$ cat src/rtl/parity_fsm_pkg.sv
// Shared definitions for the serializer and the even/odd parity FSM it feeds.
// Holds the serializer state encoding and the default word width.
package parity_fsm_pkg;

  localparam int unsigned DATA_W_DEF = 8;

  localparam logic ST_IDLE  = 1'b0;
  localparam logic ST_SHIFT = 1'b1;

  typedef enum logic {
    IDLE  = ST_IDLE,
    SHIFT = ST_SHIFT
  } state_e;

endpackage

$ cat src/rtl/bit_stream_serializer.sv
// Parallel-to-serial converter with valid/ready on both sides,
// frame boundary flags and a wrapping completed-word counter.
module bit_stream_serializer
  import parity_fsm_pkg::*;
#(
  parameter int unsigned DATA_W    = DATA_W_DEF,
  parameter int unsigned MSB_FIRST = 1,
  parameter int unsigned COUNT_W   = 16
) (
  input  logic               clk,
  input  logic               rst,
  input  logic [DATA_W-1:0]  in_data,
  input  logic               in_valid,
  output logic               in_ready,
  output logic               bit_out,
  output logic               bit_valid,
  input  logic               bit_ready,
  output logic               frame_start,
  output logic               frame_end,
  output logic [COUNT_W-1:0] frame_count
);

  localparam int unsigned CNT_W = $clog2(DATA_W);
  localparam logic [CNT_W-1:0] LAST = CNT_W'(DATA_W - 1);

  state_e             state_q, state_d;
  logic [DATA_W-1:0]  shreg_q, shreg_d;
  logic [CNT_W-1:0]   bit_cnt_q, bit_cnt_d;
  logic [COUNT_W-1:0] frame_count_q, frame_count_d;

  logic busy;
  logic last_bit;
  logic valid_int;
  logic ready_int;
  logic word_acc;
  logic bit_xfer;
  logic head_bit;

  always_comb begin
    busy      = (state_q == SHIFT);
    last_bit  = (bit_cnt_q == LAST);
    valid_int = busy & ~rst;
    // Accepting on the last bit lets words stream without a bubble
    ready_int = ~rst & (~busy | (last_bit & bit_ready));
    word_acc  = in_valid & ready_int;
    bit_xfer  = valid_int & bit_ready;
    head_bit  = (MSB_FIRST != 0) ? shreg_q[DATA_W-1] : shreg_q[0];
  end

  always_comb begin
    state_d       = state_q;
    shreg_d       = shreg_q;
    bit_cnt_d     = bit_cnt_q;
    frame_count_d = frame_count_q;
    unique case (state_q)
      IDLE: begin
        if (word_acc) begin
          shreg_d   = in_data;
          bit_cnt_d = '0;
          state_d   = SHIFT;
        end
      end
      SHIFT: begin
        if (bit_xfer) begin
          if (!last_bit) begin
            shreg_d   = (MSB_FIRST != 0) ? (shreg_q << 1)
                                         : (shreg_q >> 1);
            bit_cnt_d = bit_cnt_q + CNT_W'(1);
          end else begin
            frame_count_d = frame_count_q + COUNT_W'(1);
            if (word_acc) begin
              shreg_d   = in_data;
              bit_cnt_d = '0;
            end else begin
              state_d = IDLE;
            end
          end
        end
      end
    endcase
  end

  always_ff @(posedge clk) begin
    if (rst) begin
      state_q       <= IDLE;
      shreg_q       <= '0;
      bit_cnt_q     <= '0;
      frame_count_q <= '0;
    end else begin
      state_q       <= state_d;
      shreg_q       <= shreg_d;
      bit_cnt_q     <= bit_cnt_d;
      frame_count_q <= frame_count_d;
    end
  end

  always_comb begin
    in_ready    = ready_int;
    bit_valid   = valid_int;
    bit_out     = valid_int & head_bit;
    frame_start = valid_int & (bit_cnt_q == '0);
    frame_end   = valid_int & last_bit;
    frame_count = rst ? '0 : frame_count_q;
  end

endmodule
$ cat config.mk
export PLATFORM = sky130hd
export DESIGN_NAME = bit_stream_serializer
export DESIGN_NICKNAME = d
export VERILOG_FILES = /design/src/rtl/parity_fsm_pkg.sv /design/src/rtl/bit_stream_serializer.sv
export SDC_FILE = /design/constraint.sdc
export NUM_CORES = 1
export LEC_CHECK = 0
export CAP_MARGIN = 15
export CORE_MARGIN = 8
export CORE_UTILIZATION = 55
export DETAILED_ROUTE_END_ITERATION = 12
export DONT_BUFFER_PORTS = 1
export GPL_TIMING_DRIVEN = 1
export PLACE_DENSITY_LB_ADDON = 0.08
export SYNTH_ARGS = -nofsm -noshare
export SYNTH_HDL_FRONTEND = slang
export SYNTH_SLANG_ARGS = --single-unit
$ cat constraint.sdc
create_clock -name clk -period 2.9 [get_ports clk]
set_input_delay 0.435 -clock clk [delete_from_list [all_inputs] [get_ports clk]]
set_output_delay 0.435 -clock clk [all_outputs]
set_load 0.02 [all_outputs]
; ---- Yosys cells after proc, flatten, opt, wreduce, memory -nomap -nowiden
; Index checks and enable logic that the tools add are counted.
; W data, S select, Z words.
[classes]
n_eq_ne = 2
shifts = 0
n_div = 0
reduce_logical = 2
add_sub_neg = 2
n_bitwise = 11
multipliers = 0
order_cmp = 0
mux = 13
[op_table]
columns = cell, n
row1 = $mux W8, 3
row2 = $add A16 B1 Y16 const B, 1
row3 = $mux W16, 1
row4 = $pmux W8 S2, 1
row5 = $mux W3, 3
row6 = $and A1 B1 Y1, 8
row7 = $pmux W3 S2, 1
row8 = $add A3 B1 Y3 const B, 1
row9 = $eq A3 B3 Y1 const B, 1
row10 = $logic_not A3 Y1, 1
row11 = $mux W1, 3
row12 = $reduce_and A3 Y1, 1
row13 = $ne A2 B1 Y1 const B, 1
row14 = $not A1 Y1, 2
row15 = $pmux W1 S2, 1
row16 = $or A1 B1 Y1, 1
[word_totals]
regBits = 28
output_inout_bits = 21
latch_bits = 0
mem_count = 0
mem_bits_ro = 0
elab_cells = 34
mem_bits_rw = 0

; ---- Logic depth before layout (Yosys ltp)
[depth]
ltp_word = 9
mapped_depth = 7
depth_no_buf = 6

; ---- Least setup slack after synthesis
; Ideal clock, no wire load.
[synth_timing]
path_type = register to register
startpoint = register bit_cnt_q[1]
endpoint = register frame_count_q[12]
arrival_ns = 1.833
path_slack_ns = 0.946
path_stages_with_launch = 7
path_buffers = 0
cell_sequence = dfxtp_1 > ha_1 > ha_1 > nand4_1 > nor4_1 > and3_1 > mux2_2
[synth_between]
elab_chain_len = 2
[synth_lines]
columns = item, line
row1 = "start, declared", bit_stream_serializer.sv:28  ; logic [CNT_W-1:0] bit_cnt_q, bit_cnt_d;
row2 = "start signal, assigned", bit_stream_serializer.sv:92  ; bit_cnt_q <= bit_cnt_d;
row3 = $eq A3 B3 Y1, bit_stream_serializer.sv:41  ; last_bit = (bit_cnt_q == LAST);
row4 = $reduce_and A3 Y1 (no line), -
row5 = "end signal, assigned", bit_stream_serializer.sv:93  ; frame_count_q <= frame_count_d;
row6 = "end, declared", bit_stream_serializer.sv:29  ; logic [COUNT_W-1:0] frame_count_q, frame_count_d;
; No other way between the ends.
; A chain may end at the register's enable or synchronous reset.

; ---- Worst setup path after layout
; Same ends and word-level chain as after synthesis.

==> results.txt <==
The routed length per instance is 14.9 µm. On the final layout, the worst clock skew is 0.00425 ns. In this run the power density over the cells is 414 mW/mm². Of the total power, combinational logic draws 5.9%.

The worst endpoint data arrival time came out at 2.46 ns. The worst register-to-register path ends at frame_count_q[12]$_SDFFE_PP0P_. For this block, the initial DRC count from the detailed router was 76. The placed instance count came out at 190. Tracing the worst setup path back leads to its startpoint at bit_cnt_q[1]$_SDFFE_PP0P_. Synthesis produced a netlist with a net count of 185. The run finished with clean final reports. The cell count after synthesis is 169. The highest layer used for signal routing is met4. Dividing the detail-routed via count by the number of cells gives 5.80.

Each instance of the synthesized netlist takes up on average 8.37 µm². Summed over all layers, the routed wires come to 2880 µm. The worst hold path class is in2reg. The Yosys step of the flow raised 0 warnings. The number of synthesized flops with an enable pin is 0. The layout overhead on the synthesized area is 1.86%.

The final count of pins violating max slew came out at 0. The initial core utilization is 57.6%. The worst path in the final design needs a cycle of 2.23 ns, including I/O delays and setup. The post-detailed-placement cell area came out at 0.00142 mm².

The highest ir drop seen on vdd came out at 324 µV. The number of buffers created by CTS came out at 3. The total of cells resized after clock tree synthesis is 0. The vertical extent of the die is 66.7 µm. Cell internal power was estimated by the tool at 461 µW. The switching fraction of total power is 22.7%. For this design, the sink count on the clock tree is 28. The filler cell count in the final layout is 231. After clock tree synthesis, the clock-pin slew on the worst setup and hold paths is 0.14 ns. The number of inserted diodes came out at 0. Wire segments on met3 add up to 145 µm in the final route. The final number of hold-violating endpoints came out at 0. The startpoint class of the critical path is a flop. By area the synthesized netlist is led by sky130_fd_sc_hd__dfxtp_1 (40%), sky130_fd_sc_hd__nor2_1 (8.5%), sky130_fd_sc_hd__nor2b_1 (6.2%), sky130_fd_sc_hd__o221a_2 (5.6%), sky130_fd_sc_hd__xnor2_1 (5.0%). The slew at the pin closest to its max-slew limit is 0.615 ns. The leakage dissipation is 0.000567 µW. The later-pin clock latency in the skew report is 0.32 ns. The leftover overflow at the end of global routing came out at 0. The proportion of netlist area held by the largest area contributor came out at 39.6%. The critical path capture point type is a flop. The floorplan step defined a die boundary enclosing 0.00445 mm². The fraction of layout instances using a drive strength above 1 is 8.59%. The number of cells on the worst reg-to-reg path is 6. Setup repair after global routing left no endpoint under its margin. CTS built an H-tree with a depth of 1.

The root buffer cell chosen for the clock tree is sky130_fd_sc_hd__clkbuf_4. The top-level port count came out at 33. The total via count after detailed routing came out at 1,120. The final design area excluding fillers came out at 0.00144 mm². The max-capacitance violation count is 0.

The detail route stage leaves a number of antenna-violating nets equal to 0. The switching power came out at 135 µW. The total setup violations reported at the end of the flow came out at 0. The setup slack of the worst register-to-register path came out at 0.67 ns.

TritonCTS built the clock tree. The global-route wire length before repair came out at 4930 µm. The origin of the critical flop-to-flop path is bit_cnt_q[1]$_SDFFE_PP0P_. Leaving out fill and tap cells, the most frequent cell in the layout is sky130_fd_sc_hd__nor2_1. The synthesis-stage register bit count came out at 28. The die span in x came out at 66.7 µm. The post-route core utilization came out at 58.7%.

The number of placement rows is 18. The initial antenna violation count is 0. The total global routing track utilization came out at 13.7%. The sequential cell fraction of total power is 67.5%. The overall power is 596 µW.

The kind of critical path is reg2reg. The startpoint identified for the worst hold timing path is rst. The finished layout holds 193 standard cells, fillers aside.

The via count of the first global-routing pass came out at 1,094. For this run, the leading register cell type out of synthesis is sky130_fd_sc_hd__dfxtp_1. The final critical-path share of the clock period is 76.9%. The hold-critical path depth is 1. The critical path ends at frame_count_q[12]$_SDFFE_PP0P_. The number of input and output port buffers inserted came out at 0. The count of cell types in the netlist came out at 32. In this run, post-CTS hold repair placed 0 buffers.

The congestion estimate from routability-driven global placement came to 0.798. The number of buffers on the longest clock path is 2. Along the worst path, the maximum fanout reaches 7. The upper clock frequency limit is 0.448 GHz. In this run the standard cell core region covers 0.00245 mm².

The cell area after synthesis is 0.00142 mm². The final sum of negative setup slack is 0 ns. Of the synthesized area, sequential elements account for 39.6%. Of all cell types, the one taking the most synthesized area is sky130_fd_sc_hd__dfxtp_1. The number of DRC violations after detailed routing is 0.

The pre-antenna-repair detailed-routing pass consisted of 5 iterations. The maximum number of pins on one net before global-route repair came out at 51. In the final design database the tool counted 181 nets. The required arrival time at the worst endpoint is 3.13 ns.

The sum of met2 wire segment lengths after detailed routing came out at 1360 µm. The proportion of synthesized flip-flops having asynchronous set or reset came out at 0%. The buffer count from post-CTS setup fixing is 0. The routed metal-1 wire length came out at 1350 µm. The clock network fraction of total power came out at 26.6%.

The headroom to the max-slew limit is 58.9%. The half-perimeter wire length after detailed placement came out at 2090 µm. In the layout the commonest cells are sky130_fd_sc_hd__nor2_1 (32), sky130_fd_sc_hd__dfxtp_1 (28), sky130_fd_sc_hd__nor2b_1 (14).
[routing by layer]
layer,track usage (%),vias to the layer above
li1,-,570
met1,17.1,527
met2,22.1,21
met3,2.85,2
met4,5.87,0
met5,0,-
[stage by stage]
step / hold slack (ns) / setup slack (ns)
final: 0.160 / 0.669
after global routing: 0.127 / 0.492
after CTS: 0.149 / 0.669
after detailed placement: 0.474 / 0.695
after global placement: 0.459 / 0.824
after floorplan: 0.454 / 0.946
[cells by family (layout without fill, tap and decap cells)]
kind of cell    count (synthesis)  after routing  synth area share, %
compound gates                 17             17                 9.55
xor+xnor                       11             11                 6.81
fa+ha+maj                       4              4                 3.54
buf+inv                        15              9                 3.98
flops                          28             28                 39.6
mux                             3              3                 2.30
simple gates                   91             91                 34.2
[cell type report]
class | instances | area (µm²) | area share, %
Sequential cell | 28 | 561 | 38.9
Tap cell | 30 | 37.5 | 2.60
Inverter | 6 | 22.5 | 1.56
Multi-Input combinational cell | 126 | 798 | 55.4
Clock buffer | 3 | 22.5 | 1.56
[cell usage after synthesis, drive strengths merged, types with 4 or more instances]
cell,n
nor2b,14
ha,4
clkbuf,8
dfxtp,28
nand3,6
nand2,13
inv,6
o221a,7
nor2,32
nand4,6
xnor2,8
a21oi,6
[power groups by stage]
stage / clock, µW / combinational, µW / sequential (µW)
6_report: 158 / 35.2 / 403
5_1_grt: 182 / 39.2 / 405
4_1_cts: 165 / 35.9 / 403
3_5_place_dp: 0 / 35.9 / 411
3_3_place_gp: 0 / 34.4 / 411
2_1_floorplan: 0 / 39.3 / 409
[critical path, cell delays in order (launching register included)]
cell	delay [ns]
sky130_fd_sc_hd__dfxtp_1	0.38
sky130_fd_sc_hd__ha_1	0.17
sky130_fd_sc_hd__ha_1	0.31
sky130_fd_sc_hd__nand4_1	0.18
sky130_fd_sc_hd__nor4_1	0.53
sky130_fd_sc_hd__and3_1	0.23
sky130_fd_sc_hd__mux2_2	0.32
[sequential cells by signal, summed over array words and instances, names as in the netlist]
register,flops
frame_count_q,16
busy,1
shreg_q,8
bit_cnt_q,3
[worst min-delay path by stage]
stage	end
floorplan	frame_count_q[15]$_SDFFE_PP0P_
global placement	frame_count_q[15]$_SDFFE_PP0P_
detailed placement	bit_cnt_q[1]$_SDFFE_PP0P_
CTS	bit_cnt_q[2]$_SDFFE_PP0P_
global route	frame_count_q[3]$_SDFFE_PP0P_
finish	shreg_q[0]$_SDFFE_PP0P_
Note: power is estimated with default switching activity, not from simulation.
